`src/rtl/child_rr_sequencer_pkg.sv`:
```
// Shared types and helpers for the child round-robin grant sequencer.
// The reference pick function scans at most 16 requesters, the widest legal configuration.
package child_seq_pkg;

   localparam int TIMEOUT_CNT_W = 8;
   localparam int PICK_MAX      = 16;

   typedef enum logic [1:0] {
      IDLE  = 2'd0,
      GRANT = 2'd1,
      GAP   = 2'd2
   } seq_state_t;

   typedef struct packed {
      logic       found;
      logic [3:0] idx;
   } pick_t;

   // First set request scanning ptr, ptr+1, ... with wrap at num_req.
   function automatic pick_t rr_pick(input logic [PICK_MAX-1:0] req,
                                     input logic [3:0]          ptr,
                                     input int                  num_req);
      pick_t res;
      int    k;
      res = '0;
      for (int i = num_req - 1; i >= 0; i--) begin
         k = int'(ptr) + i;
         if (k >= num_req) k = k - num_req;
         if (req[k[3:0]]) begin
            res.found = 1'b1;
            res.idx   = k[3:0];
         end
      end
      return res;
   endfunction

endpackage

```
`src/rtl/child_rr_sequencer_if.sv`:
```
// Request/grant bundle between the child instances (master) and the sequencer (slave).
interface child_rr_sequencer_if
   import child_seq_pkg::*;
   #(parameter int NUM_REQ = 5,
     localparam int IDX_W = $clog2(NUM_REQ));

   logic                     en;
   logic [NUM_REQ-1:0]       req;
   logic [NUM_REQ-1:0]       gnt;
   logic                     gnt_valid;
   logic [IDX_W-1:0]         gnt_idx;
   logic                     timeout;
   logic [TIMEOUT_CNT_W-1:0] timeout_cnt;
   logic                     busy;

   modport master (
      output en, req,
      input  gnt, gnt_valid, gnt_idx, timeout, timeout_cnt, busy
   );

   modport slave (
      input  en, req,
      output gnt, gnt_valid, gnt_idx, timeout, timeout_cnt, busy
   );

endinterface

```
`src/rtl/child_rr_sequencer_rr_priority_pick.sv`:
```
// Combinational round-robin pick: rotate requests so ptr lands on bit 0,
// priority-encode the lowest set bit, then rotate the index back.
module rr_priority_pick
   import child_seq_pkg::*;
   #(parameter int NUM_REQ = 5,
     localparam int IDX_W = $clog2(NUM_REQ))
   (
      input  logic [NUM_REQ-1:0] req,
      input  logic [IDX_W-1:0]   ptr,
      output logic               found,
      output logic [IDX_W-1:0]   idx
   );

   localparam logic [IDX_W:0] NUM_REQ_EXT = (IDX_W+1)'(NUM_REQ);

   logic [2*NUM_REQ-1:0] doubled;
   logic [NUM_REQ-1:0]   rotated;
   logic [IDX_W-1:0]     offset;
   logic [IDX_W:0]       sum;
   logic [PICK_MAX-1:0]  req_ext;
   pick_t                chk;

   assign doubled = {req, req};
   assign rotated = NUM_REQ'(doubled >> ptr);

   // The scan-based package function cross-checks the rotate/encode result.
   always_comb begin
      found  = 1'b0;
      offset = '0;
      for (int i = NUM_REQ - 1; i >= 0; i--) begin
         if (rotated[i]) begin
            found  = 1'b1;
            offset = IDX_W'(i);
         end
      end
      sum = {1'b0, ptr} + {1'b0, offset};
      if (sum >= NUM_REQ_EXT) sum = sum - NUM_REQ_EXT;
      idx = sum[IDX_W-1:0];

      req_ext              = '0;
      req_ext[NUM_REQ-1:0] = req;
      chk                  = rr_pick(req_ext, 4'(ptr), NUM_REQ);
      assert (chk.found == found && (!found || chk.idx == 4'(idx)));
   end

endmodule

```
`src/rtl/child_rr_sequencer.sv`:
```
// Round-robin sequencer sharing one resource slot among NUM_REQ children,
// with a hold-limit watchdog and a mandatory dead cycle between grants.
module child_rr_sequencer
   import child_seq_pkg::*;
   #(parameter int NUM_REQ  = 5,
     parameter int MAX_HOLD = 16,
     localparam int IDX_W = $clog2(NUM_REQ))
   (
      input  logic                 clk,
      input  logic                 rst,
      child_rr_sequencer_if.slave  bus
   );

   localparam logic [7:0]         HOLD_LAST = 8'(MAX_HOLD - 1);
   localparam logic [IDX_W-1:0]   LAST_IDX  = IDX_W'(NUM_REQ - 1);
   localparam logic [NUM_REQ-1:0] GNT_ONE   = {{(NUM_REQ-1){1'b0}}, 1'b1};

   seq_state_t               state, state_next;
   logic [IDX_W-1:0]         ptr, ptr_next;
   logic [7:0]               hold_cnt, hold_next;
   logic [NUM_REQ-1:0]       gnt_r, gnt_next;
   logic [IDX_W-1:0]         gnt_idx_r, gnt_idx_next;
   logic                     timeout_r, timeout_next;
   logic [TIMEOUT_CNT_W-1:0] tcnt_r, tcnt_next;

   logic                     pick_found;
   logic [IDX_W-1:0]         pick_idx;
   logic                     grant_start, normal_rel, forced_rel;

   rr_priority_pick #(.NUM_REQ(NUM_REQ)) u_pick (
      .req   (bus.req),
      .ptr   (ptr),
      .found (pick_found),
      .idx   (pick_idx)
   );

   always_ff @(posedge clk) begin
      if (rst) state <= IDLE;
      else     state <= state_next;
   end

   // Only the granted child's request matters while a grant is live.
   always_comb begin
      state_next  = state;
      grant_start = 1'b0;
      normal_rel  = 1'b0;
      forced_rel  = 1'b0;
      unique case (state)
         IDLE: begin
            if (bus.en && pick_found) begin
               grant_start = 1'b1;
               state_next  = GRANT;
            end
         end
         GRANT: begin
            if (!bus.req[gnt_idx_r]) begin
               normal_rel = 1'b1;
               state_next = GAP;
            end else if (hold_cnt == HOLD_LAST) begin
               forced_rel = 1'b1;
               state_next = GAP;
            end
         end
         GAP:     state_next = IDLE;
         default: state_next = IDLE;
      endcase
   end

   always_comb begin
      gnt_next     = gnt_r;
      gnt_idx_next = gnt_idx_r;
      ptr_next     = ptr;
      hold_next    = hold_cnt;
      timeout_next = 1'b0;
      tcnt_next    = tcnt_r;
      if (grant_start) begin
         gnt_next     = GNT_ONE << pick_idx;
         gnt_idx_next = pick_idx;
         hold_next    = '0;
      end else if (normal_rel || forced_rel) begin
         gnt_next = '0;
         ptr_next = (gnt_idx_r == LAST_IDX) ? '0 : gnt_idx_r + 1'b1;
      end else if (state == GRANT) begin
         hold_next = hold_cnt + 1'b1;
      end
      if (forced_rel) begin
         timeout_next = 1'b1;
         if (tcnt_r != '1) tcnt_next = tcnt_r + 1'b1;
      end
   end

   always_ff @(posedge clk) begin
      if (rst) begin
         ptr       <= '0;
         hold_cnt  <= '0;
         gnt_r     <= '0;
         gnt_idx_r <= '0;
         timeout_r <= 1'b0;
         tcnt_r    <= '0;
      end else begin
         ptr       <= ptr_next;
         hold_cnt  <= hold_next;
         gnt_r     <= gnt_next;
         gnt_idx_r <= gnt_idx_next;
         timeout_r <= timeout_next;
         tcnt_r    <= tcnt_next;
      end
   end

   assign bus.gnt         = gnt_r;
   assign bus.gnt_valid   = |gnt_r;
   assign bus.gnt_idx     = gnt_idx_r;
   assign bus.timeout     = timeout_r;
   assign bus.timeout_cnt = tcnt_r;
   assign bus.busy        = (state != IDLE);

   a_onehot:  assert property (@(posedge clk) $onehot0(gnt_r));
   a_valid:   assert property (@(posedge clk) bus.gnt_valid == (|gnt_r));
   a_gnt_st:  assert property (@(posedge clk) (|gnt_r) |-> (state == GRANT));
   a_timeout: assert property (@(posedge clk) timeout_r |-> $past(forced_rel && !rst));

endmodule

```
`src/flat_wrapper.sv`:
```
// flat-port wrapper written by rule: the top's interface ports become plain ports
module child_rr_sequencer_flat import child_seq_pkg::*;
#(parameter int NUM_REQ  = 5,
     parameter int MAX_HOLD = 16,
     localparam int IDX_W = $clog2(NUM_REQ))
  (clk, rst, bus_en, bus_req, bus_gnt, bus_gnt_valid, bus_gnt_idx, bus_timeout, bus_timeout_cnt, bus_busy);
  child_rr_sequencer_if #(.NUM_REQ(NUM_REQ)) bus_i ();
  input  logic clk;
  input  logic rst;
  input wire logic [$bits(bus_i.en)-1:0] bus_en;
  input wire logic [$bits(bus_i.req)-1:0] bus_req;
  output wire logic [$bits(bus_i.gnt)-1:0] bus_gnt;
  output wire logic [$bits(bus_i.gnt_valid)-1:0] bus_gnt_valid;
  output wire logic [$bits(bus_i.gnt_idx)-1:0] bus_gnt_idx;
  output wire logic [$bits(bus_i.timeout)-1:0] bus_timeout;
  output wire logic [$bits(bus_i.timeout_cnt)-1:0] bus_timeout_cnt;
  output wire logic [$bits(bus_i.busy)-1:0] bus_busy;
  assign bus_i.en = bus_en;
  assign bus_i.req = bus_req;
  assign bus_gnt = bus_i.gnt;
  assign bus_gnt_valid = bus_i.gnt_valid;
  assign bus_gnt_idx = bus_i.gnt_idx;
  assign bus_timeout = bus_i.timeout;
  assign bus_timeout_cnt = bus_i.timeout_cnt;
  assign bus_busy = bus_i.busy;
  child_rr_sequencer #(.NUM_REQ(NUM_REQ), .MAX_HOLD(MAX_HOLD)) u_core (.clk(clk), .rst(rst), .bus(bus_i));
endmodule
```
`config.mk`:
```
export PLATFORM = sky130hd
export DESIGN_NAME = child_rr_sequencer_flat
export DESIGN_NICKNAME = d
export VERILOG_FILES = /design/src/rtl/child_rr_sequencer_pkg.sv /design/src/rtl/child_rr_sequencer_if.sv /design/src/rtl/child_rr_sequencer_rr_priority_pick.sv /design/src/rtl/child_rr_sequencer.sv /design/src/flat_wrapper.sv
export SDC_FILE = /design/constraint.sdc
export NUM_CORES = 1
export LEC_CHECK = 0
export BUFFER_PORTS_ARGS = -buffer_cell sky130_fd_sc_hd__buf_2
export CAP_MARGIN = 10
export CORE_MARGIN = 2
export CORE_UTILIZATION = 40
export DETAILED_ROUTE_END_ITERATION = 7
export HOLD_SLACK_MARGIN = 0.02
export PLACE_DENSITY = 0.59
export SLEW_MARGIN = 20
export SYNTH_ARGS = -nofsm -noshare
export SYNTH_HDL_FRONTEND = slang
export SYNTH_SLANG_ARGS = --single-unit
```
`constraint.sdc`:
```
create_clock -name clk -period 8.95 [get_ports clk]
set_input_delay 0.4475 -clock clk [delete_from_list [all_inputs] [get_ports clk]]
set_output_delay 0.4475 -clock clk [all_outputs]
set_load 0.02 [all_outputs]
```
==> results_tabular.tex <==
\begin{tabular}{lr}
\hline
Metric & Value \\
\hline
\multicolumn{2}{l}{\textbf{Critical path}} \\
Data arrival, critical path & approximately 4.7 ns \\
Worst stage delay on the critical path & $\sim$0.70 ns \\
Combined buffer and inverter count along the critical path & 1 \\
Endpoint of the worst register-to-register path & u\_core.bus.gnt\_idx[1] \\
Cells on worst reg2reg path & 14 \\
Worst path slowest cell & dfxtp\_1 \\
CP Depth & 14 \\
Crit path max-delay family & compound AO/OA/AOI/OAI gates \\
CP cell instances & mux2\_1 > mux4\_2 > a211oi\_1 > a31oi\_1 > a31o\_2 > ha\_1 > fa\_1 > inv\_1 > ha\_1 > nand2b\_1 > a221oi\_2 > mux2i\_1 > a311oi\_1 > a211oi\_1 \\
Kind of critical path & flop to flop \\
WP data required & about 9.2 ns \\
Startpoint types & flop \\
Reg-to-reg slack, setup & around 4.4 ns \\
Startpoint of the worst register-to-register path & u\_core.ptr[2] \\
Critical path endpoint category & flop \\
Crit Path Max Fanout & 17 \\
\multicolumn{2}{l}{\textbf{Place}} \\
Standard cell area after detailed placement & 2280 µm² \\
Gp weighted congestion & 0.757 \\
Port bufs & 26 \\
Detail Placement HPWL & between 3 and 4 mm \\
Worst Setup Slack post-DPL & roughly 4.4 ns \\
\multicolumn{2}{l}{\textbf{Floorplanning}} \\
Die area & roughly 6000 µm² \\
Starting utilization of the core area & between 40 and 50\% \\
Width of the die & approximately 78 µm \\
Area of the placeable core & a little over 5000 µm² \\
Std cell rows & 26 \\
I/O pin count & 27 \\
DIE HEIGHT & between 70 and 80 µm \\
\multicolumn{2}{l}{\textbf{Yosys}} \\
Syn Area/Cell & 9.23 µm² \\
Post-synthesis sequential element count & 30 \\
Number of enable flip-flop cells after synthesis & 0 \\
Synth area leader & dfxtp\_1 \\
Part of the Yosys area used for sequential elements & between 20\% and 30\% \\
Share of async-settable or async-resettable flops after synthesis & 0\% \\
Synthesized cell area & 2180 µm² \\
Synth cell types & a little under 60 \\
Synthesized Nets & $\sim$250 \\
Top flip-flop cell by instance count after synthesis & dfxtp\_1 \\
Leading post-synthesis cells by cell area & dfxtp\_1 (28\%), mux2i\_1 (10\%), ha\_1 (5.2\%) \\
Ys Warns & 0 \\
Synth top area share & approximately 28\% \\
Number of cells produced by synthesis & approximately 240 \\
\multicolumn{2}{l}{\textbf{STA}} \\
Final count of pins violating max slew & 0 \\
Tmin final & approximately 4.5 ns \\
Worst-margin pin slew & a little under 0.7 ns \\
Hold slack & 0.496 ns \\
Final number of hold-violating endpoints & 0 \\
Post-route worst setup slack & between 4 and 5 ns \\
Fraction of the cycle the final worst path needs & between 50\% and 60\% \\
FMAX & approximately 220 MHz \\
Setup repair after global routing missed its margin & no \\
Relative slew slack & a little over half \\
Number of failing setup endpoints in the final timing report & 0 \\
Setup skew after layout & around 0.0032 ns \\
Post-route setup TNS & 0 ns \\
\multicolumn{2}{l}{\textbf{Job}} \\
Number of maximum-capacitance constraint violations & 0 \\
\multicolumn{2}{l}{\textbf{Detailed routing}} \\
1st-iter DRT viols & 67 \\
DRT antenna net count & 0 \\
Drt pass-1 iters & 4 \\
Count of vias placed by the detailed router & around 1800 \\
Sum of routed wire length over all layers & approximately 4.4 mm \\
Number of remaining DRC errors & 0 \\
Per-cell routed wire length & 13.5 µm \\
Via/cell ratio & $\sim$5.6 \\
\multicolumn{2}{l}{\textbf{GRT}} \\
Pin count of the biggest net entering global routing & 28 \\
Vias in the first global route & roughly 1700 \\
Total global-route track usage & $\sim$16\% \\
Global-route wire length before repair & about 7.8 mm \\
Antenna violations before repair & 0 \\
Gr ovfl total & 0 \\
\multicolumn{2}{l}{\textbf{Power and ir drop}} \\
Switch Pwr & between 100 and 150 µW \\
Part of the total power dissipated in sequential elements & approximately two fifths \\
Leakage power summed over all cells & around 0.00095 µW \\
Switching fraction of total power & between 30\% and 40\% \\
Power Density & around 150 nW/µm² \\
Maximum vdd ir drop & $\sim$0.074 mV \\
Share of total power in the clock network & 35.1\% \\
P\_int & between 200 and 300 µW \\
Proportion of power drawn by combinational gates & 24.9\% \\
\multicolumn{2}{l}{\textbf{Clock network}} \\
Clock Tree Root & clkbuf\_8 \\
TritonCTS clock tree & yes \\
Clock latency on the worst-skew pair & $\sim$0.28 ns \\
Number of buffers inserted by post-CTS setup repair & 0 \\
Post-CTS Hold Fix Bufs & 0 \\
Number of buffers inserted during clock tree synthesis & 5 \\
Count of instances resized after the clock tree is built & 0 \\
Depth of the CTS H-tree & 2 \\
Clock-pin slew on the worst setup and hold paths & around 0.060 ns \\
Clk sink count & 30 \\
Maximum count of clock buffers along a single path & 2 \\
\multicolumn{2}{l}{\textbf{Finish}} \\
Fraction of layout cells with a size suffix above 1 & $\sim$23\% \\
Final Instance Area & roughly 2400 µm² \\
Syn-to-layout area delta & 9.71\% \\
Share of the core filled with cells in the final layout & 46.2\% \\
Final-stage net count & between 200 and 300 \\
Layout filler cell count & a little over 500 \\
Antenna cells & 0 \\
Commonest non-fill, non-tap cell in the layout & dfxtp\_1 \\
Most used cells in the layout excluding fill and tap cells & dfxtp\_1 (30), buf\_2 (26), mux2i\_1 (22) \\
\multicolumn{2}{l}{\textbf{Hold path}} \\
Launch instance of the worst min-delay path & u\_core.bus.gnt[1] \\
Hold path depth & 2 \\
Hold Crit Class & flop to flop \\
Capture endpoint of the worst hold path & u\_core.bus.gnt[1] \\
\multicolumn{2}{l}{\textbf{Run status}} \\
Result of the run & complete, no violations \\
\hline
\end{tabular}
layout make-up:
class | count | area [µm²] | area share, %
tap | 70 | 87.6 | 3.66
sequential | 30 | 601 | 25.1
multi-input combinational | 184 | 1430 | 59.7
inverter | 9 | 33.8 | 1.41
clock buffer | 8 | 110 | 4.61
timing repair buffer | 26 | 130 | 5.45
synthesized netlist by cell type (all sizes together), types with 2 or more instances:
cell type / count
a211o: 2
a211oi: 3
a21oi: 8
a311oi: 2
a31o: 4
a31oi: 4
and2b: 2
and3: 3
and4: 5
buf: 3
clkbuf: 10
dfxtp: 30
ha: 9
inv: 9
mux2: 8
mux2i: 23
mux4: 2
nand2: 16
nand2b: 3
nand3: 11
nand3b: 2
nand4: 6
nor2: 14
nor3: 15
nor3b: 4
nor4: 6
o21ai: 4
or3: 2
xnor2: 10
registers in the layout (all words and copies together), names as in the netlist:
register,cells
u_core.ptr,3
u_core.state,2
u_core.hold_cnt,8
u_core.bus.gnt,5
u_core.bus.timeout,1
u_core.bus.gnt_idx,3
u_core.bus.timeout_cnt,8
cells by family after synthesis:
| kind of cell | share of synthesized area (%) |
|---|---|
| AOI/OAI and AO/OA | 12.7 |
| adders and majority gates | 6.09 |
| muxes | 17.3 |
| DFF | 27.6 |
| and+or+nand+nor | 25.0 |
| buffers and inverters | 6.89 |
| xor gates and xnor gates | 4.42 |
power by group through the flow:
stage	logic, µW	registers, µW	clock network, µW
after floorplan	73.9	150	0
after global placement	91.3	149	0
after detailed placement	91.1	150	0
after CTS	92.1	147	132
after global routing	102	148	140
final	91.2	147	129
metal layers:
metal / global-route usage (%) / part of all wire, % / routed length (µm)
met2: 23.3 / 43 / 1890
met1: 22.0 / 51 / 2260
met4: 4.82 / 0.97 / 43
met3: 3.84 / 5.1 / 226
met5: 0 / 0 / 0
through the flow:
| stage | cells | power, µW |
|---|---|---|
| after floorplan | 236 | 224 |
| after global placement | 319 | 241 |
| after detailed placement | 319 | 241 |
| after CTS | 327 | 370 |
| after global routing | 327 | 390 |
| final | 327 | 367 |
worst register-to-register path, cell delays in order, from the launching register on:
cell	delay, ns
dfxtp_1	0.70
mux2_1	0.38
mux4_2	0.53
a211oi_1	0.23
a31oi_1	0.06
a31o_2	0.28
ha_1	0.24
fa_1	0.52
inv_1	0.08
ha_1	0.19
nand2b_1	0.15
a221oi_2	0.44
mux2i_1	0.35
a311oi_1	0.07
a211oi_1	0.20
worst max path at each step:
stage             startpoint                    end  slack (ns)
6_report       u_core.ptr[2]  u_core.bus.gnt_idx[1]        4.42
5_1_grt        u_core.ptr[2]  u_core.bus.gnt_idx[1]        4.04
4_1_cts        u_core.ptr[2]  u_core.bus.gnt_idx[1]        4.39
3_3_place_gp   u_core.ptr[2]  u_core.bus.gnt_idx[1]        4.49
3_5_place_dp   u_core.ptr[2]  u_core.bus.gnt_idx[1]        4.42
2_1_floorplan     bus_req[4]  u_core.bus.gnt_idx[1]        4.91
Power figures use the tool's default switching activity.
